`config.mk`:
```
export PLATFORM = sky130hd
export DESIGN_NAME = pipe_arith_unit
export DESIGN_NICKNAME = d
export VERILOG_FILES = /design/src/rtl/pipe_arith_pkg.sv /design/src/rtl/pipe_stage_reg.sv /design/src/rtl/pipe_arith_unit.sv
export SDC_FILE = /design/constraint.sdc
export NUM_CORES = 1
export LEC_CHECK = 0
export ABC_AREA = 1
export BUFFER_PORTS_ARGS = -buffer_cell sky130_fd_sc_hd__clkbuf_2
export CAP_MARGIN = 40
export CORE_AREA = 2 2 288 290
export DETAILED_ROUTE_END_ITERATION = 12
export DIE_AREA = 0 0 290 292
export GPL_ROUTABILITY_DRIVEN = 0
export PLACE_DENSITY = 0.43
export SLEW_MARGIN = 20
export SYNTH_ARGS = -nofsm -noshare
export SYNTH_HDL_FRONTEND = slang
export SYNTH_SLANG_ARGS = --single-unit
```
`constraint.sdc`:
```
create_clock -name clk -period 1.85 [get_ports clk]
set_input_delay 0.0925 -clock clk [delete_from_list [all_inputs] [get_ports clk]]
set_output_delay 0.0925 -clock clk [all_outputs]
set_load 0.01 [all_outputs]
```
`src/rtl/pipe_arith_pkg.sv`:
```
// Shared types and the pure arithmetic function used by the pipelined unit
// and by any single-cycle reference model.
package pipe_arith_pkg;

  typedef enum logic [1:0] {
    OP_ADD = 2'd0,
    OP_SUB = 2'd1,
    OP_MUL = 2'd2,
    OP_XOR = 2'd3
  } op_t;

  localparam int MAX_DEPTH = 7;
  localparam int OCC_W     = 3;
  // Widest supported datapath; narrower callers zero-extend and keep the low bits,
  // which is exact for add, sub, mul-low and xor.
  localparam int CALC_W    = 64;

  function automatic logic [CALC_W-1:0] compute(op_t op, logic [CALC_W-1:0] a,
                                                logic [CALC_W-1:0] b);
    case (op)
      OP_ADD:  compute = a + b;
      OP_SUB:  compute = a - b;
      OP_MUL:  compute = a * b;
      default: compute = a ^ b;
    endcase
  endfunction

endpackage

```
`src/rtl/pipe_stage_reg.sv`:
```
// One pipeline slot (valid + data); clear beats enable, latency 1 cycle.
// Holds its contents whenever enable is low, which is how a downstream stall is absorbed.
module pipe_stage_reg #(
  parameter int W = 32
) (
  input  logic         clk,
  input  logic         rst_n,
  input  logic         en,
  input  logic         clr,
  input  logic         d_valid,
  input  logic [W-1:0] d_data,
  output logic         q_valid,
  output logic [W-1:0] q_data
);

  always_ff @(posedge clk or negedge rst_n) begin
    if (!rst_n) begin
      q_valid <= 1'b0;
      q_data  <= '0;
    end else if (clr) begin
      q_valid <= 1'b0;
    end else if (en) begin
      q_valid <= d_valid;
      q_data  <= d_data;
    end
  end

endmodule

```
`src/rtl/pipe_arith_unit.sv`:
```
// Fixed-latency arithmetic pipeline: result appears DEPTH cycles after accept.
// A held output freezes every stage and drops in_ready; flush empties all stages.
module pipe_arith_unit
  import pipe_arith_pkg::*;
#(
  parameter int DATA_WIDTH = 32,
  parameter int DEPTH      = 3
) (
  input  logic                  clk,
  input  logic                  rst_n,
  input  logic                  in_valid,
  output logic                  in_ready,
  input  logic [1:0]            op,
  input  logic [DATA_WIDTH-1:0] operand_a,
  input  logic [DATA_WIDTH-1:0] operand_b,
  input  logic                  flush,
  output logic                  out_valid,
  input  logic                  out_ready,
  output logic [DATA_WIDTH-1:0] result,
  output logic [OCC_W-1:0]      occupancy,
  output logic                  busy
);

  if (DEPTH < 1 || DEPTH > MAX_DEPTH) begin : g_bad_depth
    $error("pipe_arith_unit: DEPTH must be within 1..7");
  end
  if (DATA_WIDTH < 1 || DATA_WIDTH > CALC_W) begin : g_bad_width
    $error("pipe_arith_unit: DATA_WIDTH must be within 1..64");
  end

  logic                  stall;
  logic                  accept;
  logic [CALC_W-1:0]     a_ext;
  logic [CALC_W-1:0]     b_ext;
  logic [CALC_W-1:0]     wide_res;
  logic                  unused_hi;
  logic [DEPTH:0]        v_chain;
  logic [DATA_WIDTH-1:0] d_chain [DEPTH+1];
  logic [OCC_W-1:0]      occ;
  logic                  ever_accepted;

  // All arithmetic is done ahead of stage 1; later stages only carry the value.
  always_comb begin
    a_ext = '0;
    b_ext = '0;
    a_ext[DATA_WIDTH-1:0] = operand_a;
    b_ext[DATA_WIDTH-1:0] = operand_b;
    wide_res = compute(op_t'(op), a_ext, b_ext);
  end
  assign unused_hi = &{1'b0, wide_res};

  assign v_chain[0] = in_valid;
  assign d_chain[0] = wide_res[DATA_WIDTH-1:0];

  for (genvar i = 0; i < DEPTH; i++) begin : g_stage
    pipe_stage_reg #(.W(DATA_WIDTH)) u_stage (
      .clk     (clk),
      .rst_n   (rst_n),
      .en      (!stall),
      .clr     (flush),
      .d_valid (v_chain[i]),
      .d_data  (d_chain[i]),
      .q_valid (v_chain[i+1]),
      .q_data  (d_chain[i+1])
    );
  end

  assign out_valid = v_chain[DEPTH];
  assign stall     = out_valid && !out_ready;
  assign in_ready  = !stall;
  assign accept    = in_valid && in_ready && !flush;
  assign result    = out_valid ? d_chain[DEPTH] : '0;

  always_comb begin
    occ = '0;
    for (int i = 1; i <= DEPTH; i++) begin
      occ = occ + OCC_W'(v_chain[i]);
    end
  end
  assign occupancy = occ;
  assign busy      = (occ != '0);

  always_ff @(posedge clk or negedge rst_n) begin
    if (!rst_n) begin
      ever_accepted <= 1'b0;
    end else if (accept) begin
      ever_accepted <= 1'b1;
    end
  end

  a_result_stable: assert property (@(posedge clk) disable iff (!rst_n)
    (stall && !flush) |=> $stable(result));
  a_occ_bound: assert property (@(posedge clk) disable iff (!rst_n)
    occupancy <= OCC_W'(DEPTH));
  a_no_phantom: assert property (@(posedge clk) disable iff (!rst_n)
    out_valid |-> ever_accepted);

endmodule

```
==> run metrics <==
sequential area share after synthesis=10.2%; clock buffer depth=2; DPL Wire Length=about 76000 um; Tcrit/Tclk final=331%; initial antenna violation count=2; most frequent cells after synthesis=994 x nand2_1, 909 x inv_1, 410 x fa_1; number of cells on the worst hold path=4; YS warnings=0; final-stage net count=~4600; Worst setup startpoint=operand_a[10]; FFs w/ async S/R, synth=100%; root buffer cell=clkbuf_16; CTS Buf Count=9; Filler cells=about 8400; fin crit period=6130 ps; slew margin rel.=between 40% and 50%; critical path peak fanout=5; Area Overhead vs Synth=39.6%; reg2reg start=g_stage[2].u_stage.q_valid; post-route ant nets=0; status=finished, violations left; GRT overflow=0; crit end category=flop; Worst Path Arrival=6400 ps; Synth top area share=between 30% and 40%; grt met1 use=29.0%; top_reg_cell synth=dfrtp_1; setup violators final=30; H-tree depth=3; RSZ-0062 raised after global routing=true; Post-synth EDFFs=0; Starting Density=between 20% and 30%; port buffer count=between 100 and 150; reg2reg path depth=7; max-slew violations=0; Die Span Y=between 200 and 300 um; clock sinks=between 90 and 100; CTS tree=done; most common cell in the netlist=nand2_1; worst-margin pin slew=about 800 ps; grt met2 use=between 30% and 40%; DRC viols=0; max cap viols=0; Worst Slack Setup Final=-4280 ps; area of the die=~85000 um^2; first-pass GRT wire length=roughly 140000 um; most area-consuming cells after synthesis=fa_1 34%, nand2_1 15%, inv_1 14%, dfrtp_1 10%, ha_1 8.8%; Finished Cell Area=about 34000 um^2; first drt pass iteration count=5; Skew-Pair Late Insertion Delay=360 ps; vias in the first global route=between 20000 and 25000; Netlist Area Pre-Place=~24000 um^2; share of layout cells above drive strength 1=28.5%; # rows=105; startpoint types=input pin; Hold Crit Class=in -> reg; max frequency=roughly 160 MHz; CP Class=in -> reg; initial drt markers=about 1300; skew final=around 9.4 ps; Synth Instances=~3400; clock-pin slew on the worst setup and hold paths=~80 ps; HP Start=out_ready; post-synthesis average cell area=7.18 um^2; Seq cells post-synth=a little under 100; syn_nets=a little over 4000; area leader, netlist=fa_1; GR Util met3=around 2.4%; chip width=290 um; largest net degree at the start of global routing=66; failing checks=setup timing; Avg Vias per Cell=approximately 4.5; CP Data Required Time=between 2000 and 2500 ps; GRT busiest layer=met2; DR WL/cell=between 15 and 20 um; num ports=109; final hold vios=0; Core Region=about 82000 um^2; Vias=approximately 22000; final wirelength=90100 um; placed inst area=roughly 30000 um^2; GR Util All Layers=between 20% and 30%; Distinct cells, synth=54
-- kinds of logic after synthesis --
kind of cell | count (synthesis) | synth area share (%)
and+or+nand+nor | 1261 | 21.0
adders and majority gates | 581 | 42.6
xor gates and xnor gates | 47 | 1.73
AOI/OAI and AO/OA | 324 | 7.63
DFF | 99 | 10.2
buffers and inverters | 1066 | 16.8
other | 1 | 0.0155
-- repair_timing --
| item | 4_1_cts | 5_1_grt |
|---|---|---|
| resized for setup | 368 | 235 |
| pin swaps | 174 | 152 |
| hold buffers | 3 | 0 |
| gates cloned | 1 | 5 |
| buffers inserted | 36 | 32 |
| hold endpoints to repair | 36 | 0 |
| endpoints found under the setup margin | 30 | 31 |
-- final timing paths --
check / endpoint / slack (ps)
max: g_stage[0].u_stage.q_data[29] / -4280
min: g_stage[1].u_stage.q_valid / 60
max reg2reg: g_stage[0].u_stage.q_data[28] / 180
min reg2reg: g_stage[2].u_stage.q_data[23] / 470
max in group asynchronous: g_stage[0].u_stage.q_data[6] / 1030
min in group asynchronous: g_stage[1].u_stage.q_data[28] / 160
-- state kept, by name, summed over array words and instances (netlist names) --
signal,count
g_stage.u_stage.q_data,96
g_stage.u_stage.q_valid,3
-- per-stage QoR --
step | utilization (%) | cells | setup WS [ps] | TNS, ps | hold WS [ps]
after floorplan | - | 3379 | -4120 | -93340 | -203
after global placement | 37.4 | 4924 | -5200 | -121190 | 10.4
after detailed placement | 37.4 | 4924 | -5220 | -121300 | 6.91
after CTS | 40.0 | 4976 | -4270 | -100840 | 42.1
after global routing | 41.5 | 5010 | -4480 | -107390 | 81.3
final | 41.5 | 5010 | -4280 | -102330 | 57.0
-- final cells by class --
type | instances | area, um^2 | area share, %
Tap cell | 1070 | 1340 | 3.95
Timing Repair Buffer | 696 | 6390 | 18.9
Clock buffer | 10 | 229 | 0.676
Sequential cell | 99 | 2480 | 7.32
Multi-Input combinational cell | 2214 | 19900 | 58.8
Antenna cell | 1 | 2.50 | 0.00739
Clock inverter | 6 | 73.8 | 0.218
Inverter | 914 | 3440 | 10.1
-- layer usage --
| layer | vias to the layer above | wire length (um) |
|---|---|---|
| li1 | 11000 | - |
| met4 | 0 | 2380 |
| met2 | 397 | 43000 |
| met1 | 10900 | 41100 |
| met3 | 82 | 3700 |
| met5 | - | 0 |
-- cell usage in the layout (no fill, tap or decap), drive strengths merged, types with 2 or more instances in the layout --
| master | count |
|---|---|
| nor2 | 94 |
| a211oi | 3 |
| nand4 | 11 |
| dfrtp | 99 |
| o22ai | 2 |
| o221ai | 3 |
| o21ai | 121 |
| nand2 | 998 |
| a22oi | 2 |
| xor2 | 30 |
| or2 | 10 |
| clkinvlp | 2 |
| a32oi | 11 |
| nor3 | 25 |
| a31o | 2 |
| xnor2 | 17 |
| a21oi | 133 |
| a21o | 9 |
| o21a | 2 |
| nand3 | 106 |
| dlygate4sd3 | 3 |
| o2111ai | 2 |
| nand3b | 7 |
| a21boi | 4 |
| ha | 171 |
| fa | 410 |
| inv | 915 |
| a31oi | 10 |
| nor4 | 10 |
| o211ai | 2 |
| o21bai | 12 |
| clkinv | 2 |
| buf | 594 |
| clkbuf | 108 |
| o31ai | 4 |
-- critical path: stages --
cell and delay, ps:
clkbuf_16 140, bufbuf_16 260, nand2_1 70, inv_2 40, fa_1 480, fa_1 480, inv_1 50, fa_1 550
fa_1 420, fa_1 500, inv_2 40, fa_1 590, fa_1 440, fa_2 570, ha_4 210, buf_6 120
a21oi_4 140, o21ai_4 110, a211oi_4 280, o211ai_1 220, or2_4 290, nand3_4 110, nand3_1 80, nand2_1 60
inv_1 40
Power is left out: the tool's default activity adds up to more than one toggle a clock period on the data nets, which glitch-free logic cannot reach.
